## config.mk

```make
export PLATFORM = sky130hd
export DESIGN_NAME = gen_gray_ptr_bank
export DESIGN_NICKNAME = d
export VERILOG_FILES = /design/src/rtl/gen_gray_ptr_bank_pkg.sv /design/src/rtl/gen_gray_ptr_bank_ch.sv /design/src/rtl/gen_gray_ptr_bank.sv
export SDC_FILE = /design/constraint.sdc
export NUM_CORES = 1
export LEC_CHECK = 0
export ABC_AREA = 1
export CAP_MARGIN = 20
export CORE_MARGIN = 1.5
export CORE_UTILIZATION = 34
export DETAILED_ROUTE_END_ITERATION = 16
export PLACE_DENSITY = 0.68
export SETUP_SLACK_MARGIN = 0.02
export SYNTH_ARGS = -nofsm -noshare
export SYNTH_HDL_FRONTEND = slang
export SYNTH_SLANG_ARGS = --single-unit
```

## constraint.sdc

```tcl
create_clock -name clk -period 3.3 [get_ports clk]
set_clock_uncertainty 0.05 [all_clocks]
set_input_delay 0.825 -clock clk [delete_from_list [all_inputs] [get_ports clk]]
set_output_delay 0.825 -clock clk [all_outputs]
set_load 0.01 [all_outputs]
```

## src/rtl/gen_gray_ptr_bank_pkg.sv

```systemverilog
// ---------------------------------------------------------------------------
// gen_gray_ptr_bank_pkg
//   Shared definitions for the gray pointer bank:
//     GG_MODE_WRAP / GG_MODE_SAT : end-behaviour selectors for SAT_MODE
//     bin2gray                   : binary to reflected-gray conversion
// ---------------------------------------------------------------------------
package gen_gray_ptr_bank_pkg;

  localparam int GG_MODE_WRAP = 0;
  localparam int GG_MODE_SAT  = 1;

  // Width-agnostic conversion. Callers zero-extend into 32 bits and truncate
  // the result back to their pointer width.
  function automatic logic [31:0] bin2gray(input logic [31:0] b);
    return b ^ (b >> 1);
  endfunction

endpackage

```

## src/rtl/gen_gray_ptr_bank_ch.sv

```systemverilog
// ---------------------------------------------------------------------------
// gen_gray_ptr_bank_ch
//   One gray/binary pointer channel: next-value arithmetic, end detection and
//   the bin / gray / end_pulse registers.
//   Ports:
//     clk, reset   rising-edge clock, synchronous active-high reset
//     flush        load strobe, takes load_bin on the next edge
//     load_bin     binary load value
//     enable       count enable
//     down         1 = decrement, 0 = increment
//     step         step amount (0 = hold)
//     count_gray   registered gray pointer
//     count_bin    registered binary pointer
//     end_pulse    one-cycle pulse on wrap (wrap mode) or clamp (saturate mode)
// ---------------------------------------------------------------------------
module gen_gray_ptr_bank_ch
  import gen_gray_ptr_bank_pkg::*;
#(
  parameter int WIDTH    = 4,
  parameter int STEP_W   = 2,
  parameter int SAT_MODE = GG_MODE_WRAP
) (
  input  logic              clk,
  input  logic              reset,
  input  logic              flush,
  input  logic [WIDTH-1:0]  load_bin,
  input  logic              enable,
  input  logic              down,
  input  logic [STEP_W-1:0] step,
  output logic [WIDTH-1:0]  count_gray,
  output logic [WIDTH-1:0]  count_bin,
  output logic              end_pulse
);

  logic [WIDTH-1:0] bin_reg, bin_next;
  logic [WIDTH-1:0] gray_reg, gray_next;
  logic             end_reg, end_next;
  logic [WIDTH:0]   step_ext;
  logic [WIDTH:0]   sum_ext;
  logic             overflow;

  always_comb begin
    step_ext = {{(WIDTH + 1 - STEP_W){1'b0}}, step};
    if (down) begin
      sum_ext = {1'b0, bin_reg} - step_ext;
    end else begin
      sum_ext = {1'b0, bin_reg} + step_ext;
    end
    // Bit WIDTH is the carry when adding and the borrow when subtracting:
    // both operands are below 2^WIDTH, so a negative difference shows up there.
    overflow = sum_ext[WIDTH];

    bin_next = bin_reg;
    end_next = 1'b0;
    if (flush) begin
      bin_next = load_bin;
    end else if (enable && (step != '0)) begin
      if (overflow) begin
        end_next = 1'b1;
        if (SAT_MODE == GG_MODE_SAT) begin
          // Clamp to the bound in the direction of travel; already sitting
          // at the bound also lands here, so the pulse repeats every cycle.
          bin_next = down ? '0 : '1;
        end else begin
          bin_next = sum_ext[WIDTH-1:0];
        end
      end else begin
        bin_next = sum_ext[WIDTH-1:0];
      end
    end
    gray_next = WIDTH'(bin2gray(32'(bin_next)));
  end

  // Gray is derived from the same next value as binary, so both registers
  // always describe the same pointer.
  always_ff @(posedge clk) begin
    if (reset) begin
      bin_reg  <= '0;
      gray_reg <= '0;
      end_reg  <= 1'b0;
    end else begin
      bin_reg  <= bin_next;
      gray_reg <= gray_next;
      end_reg  <= end_next;
    end
  end

  assign count_bin  = bin_reg;
  assign count_gray = gray_reg;
  assign end_pulse  = end_reg;

endmodule

```

## src/rtl/gen_gray_ptr_bank.sv

```systemverilog
// ---------------------------------------------------------------------------
// gen_gray_ptr_bank
//   Bank of NUM_CH independent gray-code pointer counters.
//   Ports (channel c occupies slice [c*WIDTH +: WIDTH] / [c*STEP_W +: STEP_W]):
//     clk, reset   rising-edge clock, synchronous active-high reset
//     flush        per-channel load strobe
//     load_bin     per-channel binary load value
//     enable       per-channel count enable
//     down         per-channel direction, 1 = decrement
//     step         per-channel step amount
//     count_gray   per-channel registered gray pointer
//     count_bin    per-channel registered binary pointer
//     end_pulse    per-channel wrap/clamp pulse
// ---------------------------------------------------------------------------
module gen_gray_ptr_bank
  import gen_gray_ptr_bank_pkg::*;
#(
  parameter int NUM_CH   = 2,
  parameter int WIDTH    = 4,
  parameter int STEP_W   = 2,
  parameter int SAT_MODE = GG_MODE_WRAP
) (
  input  logic                     clk,
  input  logic                     reset,
  input  logic [NUM_CH-1:0]        flush,
  input  logic [NUM_CH*WIDTH-1:0]  load_bin,
  input  logic [NUM_CH-1:0]        enable,
  input  logic [NUM_CH-1:0]        down,
  input  logic [NUM_CH*STEP_W-1:0] step,
  output logic [NUM_CH*WIDTH-1:0]  count_gray,
  output logic [NUM_CH*WIDTH-1:0]  count_bin,
  output logic [NUM_CH-1:0]        end_pulse
);

  for (genvar gi = 0; gi < NUM_CH; gi++) begin : g_ch
    gen_gray_ptr_bank_ch #(
      .WIDTH    (WIDTH),
      .STEP_W   (STEP_W),
      .SAT_MODE (SAT_MODE)
    ) u_ch (
      .clk        (clk),
      .reset      (reset),
      .flush      (flush[gi]),
      .load_bin   (load_bin[gi*WIDTH +: WIDTH]),
      .enable     (enable[gi]),
      .down       (down[gi]),
      .step       (step[gi*STEP_W +: STEP_W]),
      .count_gray (count_gray[gi*WIDTH +: WIDTH]),
      .count_bin  (count_bin[gi*WIDTH +: WIDTH]),
      .end_pulse  (end_pulse[gi])
    );
  end

endmodule

```

After elaboration in Yosys (flattened, before gate mapping)
Cells that the tools add are included.

Input bits: 20. Register bits: 18. Output and inout port bits: 18.

Reductions and logical operators: 6. Bitwise gates (word level): 4. Add/sub/neg operators: 4. Muxes and demuxes: 8.

Operators by type and width (count): $mux W4 (4); $add A4 B2 Y5 (2); $mux W5 (2); $sub A4 B2 Y5 (2); $xor A4 B3 Y4 (2); $reduce_or A3 Y1 (2); $reduce_bool A2 Y1 (2); $logic_and A1 B1 Y1 (2); $mux W1 (2); $not A1 Y1 (2).

Depth between registers and ports, before layout
Word-level depth: 5. Depth in mapped cells: 13. Depth with buffers taken out: 13.

Modules after synthesis
From an unflattened synthesis, not the netlist that was laid out.

Cell total of the unflattened synthesis: 160. Area, all modules: 1133.6 um2.

Modules (own cells, without submodules): gen_gray_ptr_bank_ch (times used 2, cells each 80, area an instance 566.8 um2).

Worst setup path before layout
OpenSTA, ideal clock, no wires.

Path kind: input-to-reg. Start: in step[2]. End: reg g_ch[1].u_ch.gray_reg[1]. Buffers on the path: 0. Stages: 10. Setup slack: 0.832 ns. Arrival time: 2.303 ns. Setup time: 0.116 ns. Cell sequence: inv_1 -> ha_1 -> o21ai_0 -> fa_1 -> inv_1 -> nand2_1 -> o211ai_1 -> o21ai_1 -> inv_1 -> a21oi_2.

Longest elaborated chain between the ends: 5.

RTL lines: start, declared (RTL line gen_gray_ptr_bank.sv:29) `input logic [NUM_CH*STEP_W-1:0] step,`; $add A4 B2 Y5 (tied with other cells) (RTL line gen_gray_ptr_bank_ch.sv:47) `sum_ext = {1'b0, bin_reg} + step_ext;`; $mux W5 / $logic_and A1 B1 Y1 (equally long branches) (RTL line gen_gray_ptr_bank_ch.sv:44, gen_gray_ptr_bank_ch.sv:57); $mux W4 * (RTL line gen_gray_ptr_bank_ch.sv:57) `end else if (enable && (step != '0)) begin`; $mux W4 * (RTL line gen_gray_ptr_bank_ch.sv:55) `if (flush) begin`; $xor A4 B3 Y4 * (RTL line gen_gray_ptr_bank_pkg.sv:15) `return b ^ (b >> 1);`; end signal, assigned (RTL line gen_gray_ptr_bank_ch.sv:83) `gray_reg <= gray_next;`; end, declared (RTL line gen_gray_ptr_bank_ch.sv:36) `logic [WIDTH-1:0] gray_reg, gray_next;`.

Mark *: on every way between the ends. The rest lies on a longest branch, timed or not. A chain may end at the register's enable or synchronous reset.

Final worst setup path
Start: in step[2]. End: reg g_ch[1].u_ch.gray_reg[2].

Same word-level chain as after synthesis.

==> flow_metrics.py <==
metrics = {
    "outcome": {
        "status": "completed",
    },
    "drt": {
        "drt_iter0_drc": 11,
        "wl_per_cell_um": 8.707,
        "final_antenna_net_count": 0,
        "dr.pass1.iters": 4,
        "vias": 1019,
        "via_per_inst": 4.211,
        "drc": 0,
        "drt-total-wl_mm": 2.107,
    },
    "power": {
        "power.leakage_nw": 0.7611,
        "power_density_mw_per_mm2": 353.2,
        "combPwrFrac_pct": 36.4,
        "irDropWorstVdd_mv": 0.3157,
        "switchingPower_w": 0.0001663,
        "clockPowerShare_pct": 23.1,
        "pwr-share-seq_pct": 40.5,
        "p_total_w": 0.0005445,
        "p_sw_share_pct": 30.54,
        "p_int_w": 0.0003782,
    },
    "cells_and_area": {
        "fin_util_pct": 50.08,
        "final_layout_size_suffix_gt1_share_pct": 10.10,
        "nets": 231,
        "diodes": 0,
        "area_growth_pct": 38.43,
    },
    "critical_path": {
        "rrSetupSlack_ns": 1.57,
        "critPathLaunchType": "primary input",
        "reg2reg_to": "g_ch[0].u_ch.count_gray[1]",
        "reg2reg_depth": 9,
        "arrival_ns": 2.98,
        "path_class": "in2reg",
        "critPathCaptureType": "flop",
        "rr_startpoint": "g_ch[0].u_ch.count_bin[0]",
        "path_max_fanout": 4,
        "crit_required_ns": 3.48,
    },
    "timing": {
        "finalHoldViolations": 0,
        "fin_crit_sh_pct": 84.96,
        "fin_crit_ns": 2.804,
        "slew_headroom_pct": 68.49,
        "finalSetupTns_ns": 0,
        "drv_slew": 0,
        "rsz0062_at_grt": "false",
        "tightestPinTransition_ns": 0.4711,
        "max_freq_mhz": 356.7,
        "finalSetupViolCount": 0,
    },
    "synth": {
        "synthMuxAreaShare_pct": 0,
        "synthSimpleGateAreaFrac_pct": 26.29,
        "synth_nets": 194,
        "synth_enable_flop_cells": 0,
        "synth_top_family_by_area": "simple AND/OR/NAND/NOR gates",
        "syn_area_per_cell_um2": 6.874,
        "synthXorXnorAreaFrac_pct": 1.573,
        "synthDominantCellAreaShare_pct": 28.76,
        "synth_area_leaders": "dfxtp_1, ha_1, inv_1",
        "synthTopCellsByCount": "inv_1, nand2_1, nor2_1, dfxtp_1, ha_1",
        "synth_compound_area_share_pct": 13.71,
        "ys_ff_latch": 16,
        "synth_adder_area_share_pct": 14.83,
        "syn_inst": 162,
        "netlist_area_mm2": 0.001114,
        "yosysTopAreaCell": "dfxtp_1",
        "ys.flop_type": "dfxtp_1",
        "synth_cell_types": 24,
        "async_flop_share_pct": 0,
        "yosysWarnings": 0,
        "yosysSeqAreaShare_pct": 28.76,
    },
    "cts": {
        "post_cts_resized": 0,
        "root_buffer": "clkbuf_4",
        "clk_latency_ns": 0.28,
        "clock-sinks": 16,
        "htree_levels": 1,
        "cts_setup_buffers": 0,
        "cts_tree": "yes",
        "cts-hold-fix-buffers": 0,
        "cts_made_buffers": 3,
        "clock_path_buffers": 2,
        "clk_pin_slew_worst_paths_ns": 0.09,
    },
    "floorplanning": {
        "ios": 38,
        "dieWidth_um": 60.23,
        "coreArea_mm2": 0.003078,
        "floorplan.die_area_mm2": 0.003628,
        "fp-row-count": 20,
        "start_util_pct": 36.18,
        "dieHeight_um": 60.23,
    },
    "min_path": {
        "worstHoldStart": "g_ch[1].u_ch.count_gray[3]",
        "hold-path-cell-count": 4,
        "min_to": "g_ch[1].u_ch.count_gray[3]",
        "hp-class": "reg2reg",
    },
    "grt": {
        "track_usage_pct": 12.85,
        "grt_pass1_vias": 856,
        "grt_max_degree": 14,
        "antenna_found_initial": 0,
        "grt_pass1_wl_mm": 3.491,
        "grt-ovfl-total": 0,
    },
    "placement": {
        "numPortBuffers": 37,
        "gp_congestion": 0.8037,
        "hpwl_mm": 1.771,
    },
    "run": {
        "max_cap_violations": 0,
    },
}
==> worst max path at each step <==
stage / start / end / slack (ns) / cells past startpoint
2_1_floorplan: step[2] / g_ch[1].u_ch.count_gray[1] / 0.83 / 10
3_5_place_dp: step[2] / g_ch[1].u_ch.count_bin[1] / 0.19 / 11
6_report: step[2] / g_ch[1].u_ch.count_gray[2] / 0.50 / 14
3_3_place_gp: step[0] / g_ch[0].u_ch.count_gray[0] / 0.22 / 10
5_1_grt: step[2] / g_ch[1].u_ch.count_bin[1] / 0.36 / 11
4_1_cts: step[2] / g_ch[1].u_ch.count_gray[2] / 0.50 / 14
==> power groups by stage <==
stage               Sequential (W)  Clock (W)  Combinational [W]
detailed placement        0.000225          0           0.000200
floorplan                 0.000231          0           0.000117
CTS                       0.000221   0.000133           0.000201
global route              0.000223   0.000139           0.000226
finish                    0.000220   0.000126           0.000198
global placement          0.000225          0           0.000198
==> kinds of logic after synthesis <==
group | Yosys count
compound gates | 23
xor+xnor | 2
fa+ha+maj | 12
buf+inv | 40
flops | 16
simple gates | 69
==> cells in the final DEF, fill, tap and decap left out <==
cell type,n
a21oi_1,6
a21oi_2,3
and3_1,2
clkbuf_4,3
clkbuf_8,1
clkdlybuf4s50_1,37
dfxtp_1,16
fa_1,2
ha_1,10
inv_1,31
inv_2,4
nand2_1,31
nand2_2,1
nand3_1,7
nor2_1,23
nor2_2,1
nor2_4,1
o211ai_1,3
o211ai_2,1
o21ai_0,2
o21ai_1,5
o21ai_2,3
or2_1,1
or2_2,2
xnor2_1,2
==> registers in the layout, indices dropped and copies added (netlist names) <==
name	count
g_ch.u_ch.count_gray	8
g_ch.u_ch.end_pulse	2
g_ch.u_ch.count_bin	6
==> area by class of cell <==
| class | instances | area, um^2 |
|---|---|---|
| Fill cell | 305 | 1536 |
| Multi-Input combinational cell | 106 | 628.1 |
| Timing Repair Buffer | 37 | 370.4 |
| Sequential cell | 16 | 320.3 |
| Inverter | 35 | 131.4 |
| Tap cell | 44 | 55.05 |
| Clock buffer | 4 | 36.28 |
==> metrics by stage <==
step | setup WS (ns) | instances | cell area (um^2) | hold slack [ns]
finish | 0.4964 | 242 | 1541 | 0.6095
CTS | 0.4987 | 242 | 1541 | 0.6140
global route | 0.3552 | 242 | 1541 | 0.6425
global placement | 0.2155 | 238 | 1505 | 0.5990
detailed placement | 0.1944 | 238 | 1505 | 0.6013
floorplan | 0.8317 | 162 | 1114 | 0.6020
==> worst max-delay path: stages <==
cell,delay [ns]
clkdlybuf4s50_1,0.49
inv_1,0.05
ha_1,0.23
or2_2,0.34
ha_1,0.33
a21oi_1,0.19
nand2_1,0.08
nand2_1,0.06
nand3_1,0.06
nand2_1,0.08
nand2_1,0.07
nand2_1,0.06
nand2_1,0.05
nor2_1,0.07
==> layer usage <==
layer  global-route usage (%)  up-vias  wire, um
li1                         -      569         -
met1                    16.47      429      1067
met2                    19.88       19       893
met3                    4.978        2       129
met4                    3.810        0        17
met5                        0        -         0
Note: power is estimated with default switching activity, not from simulation.
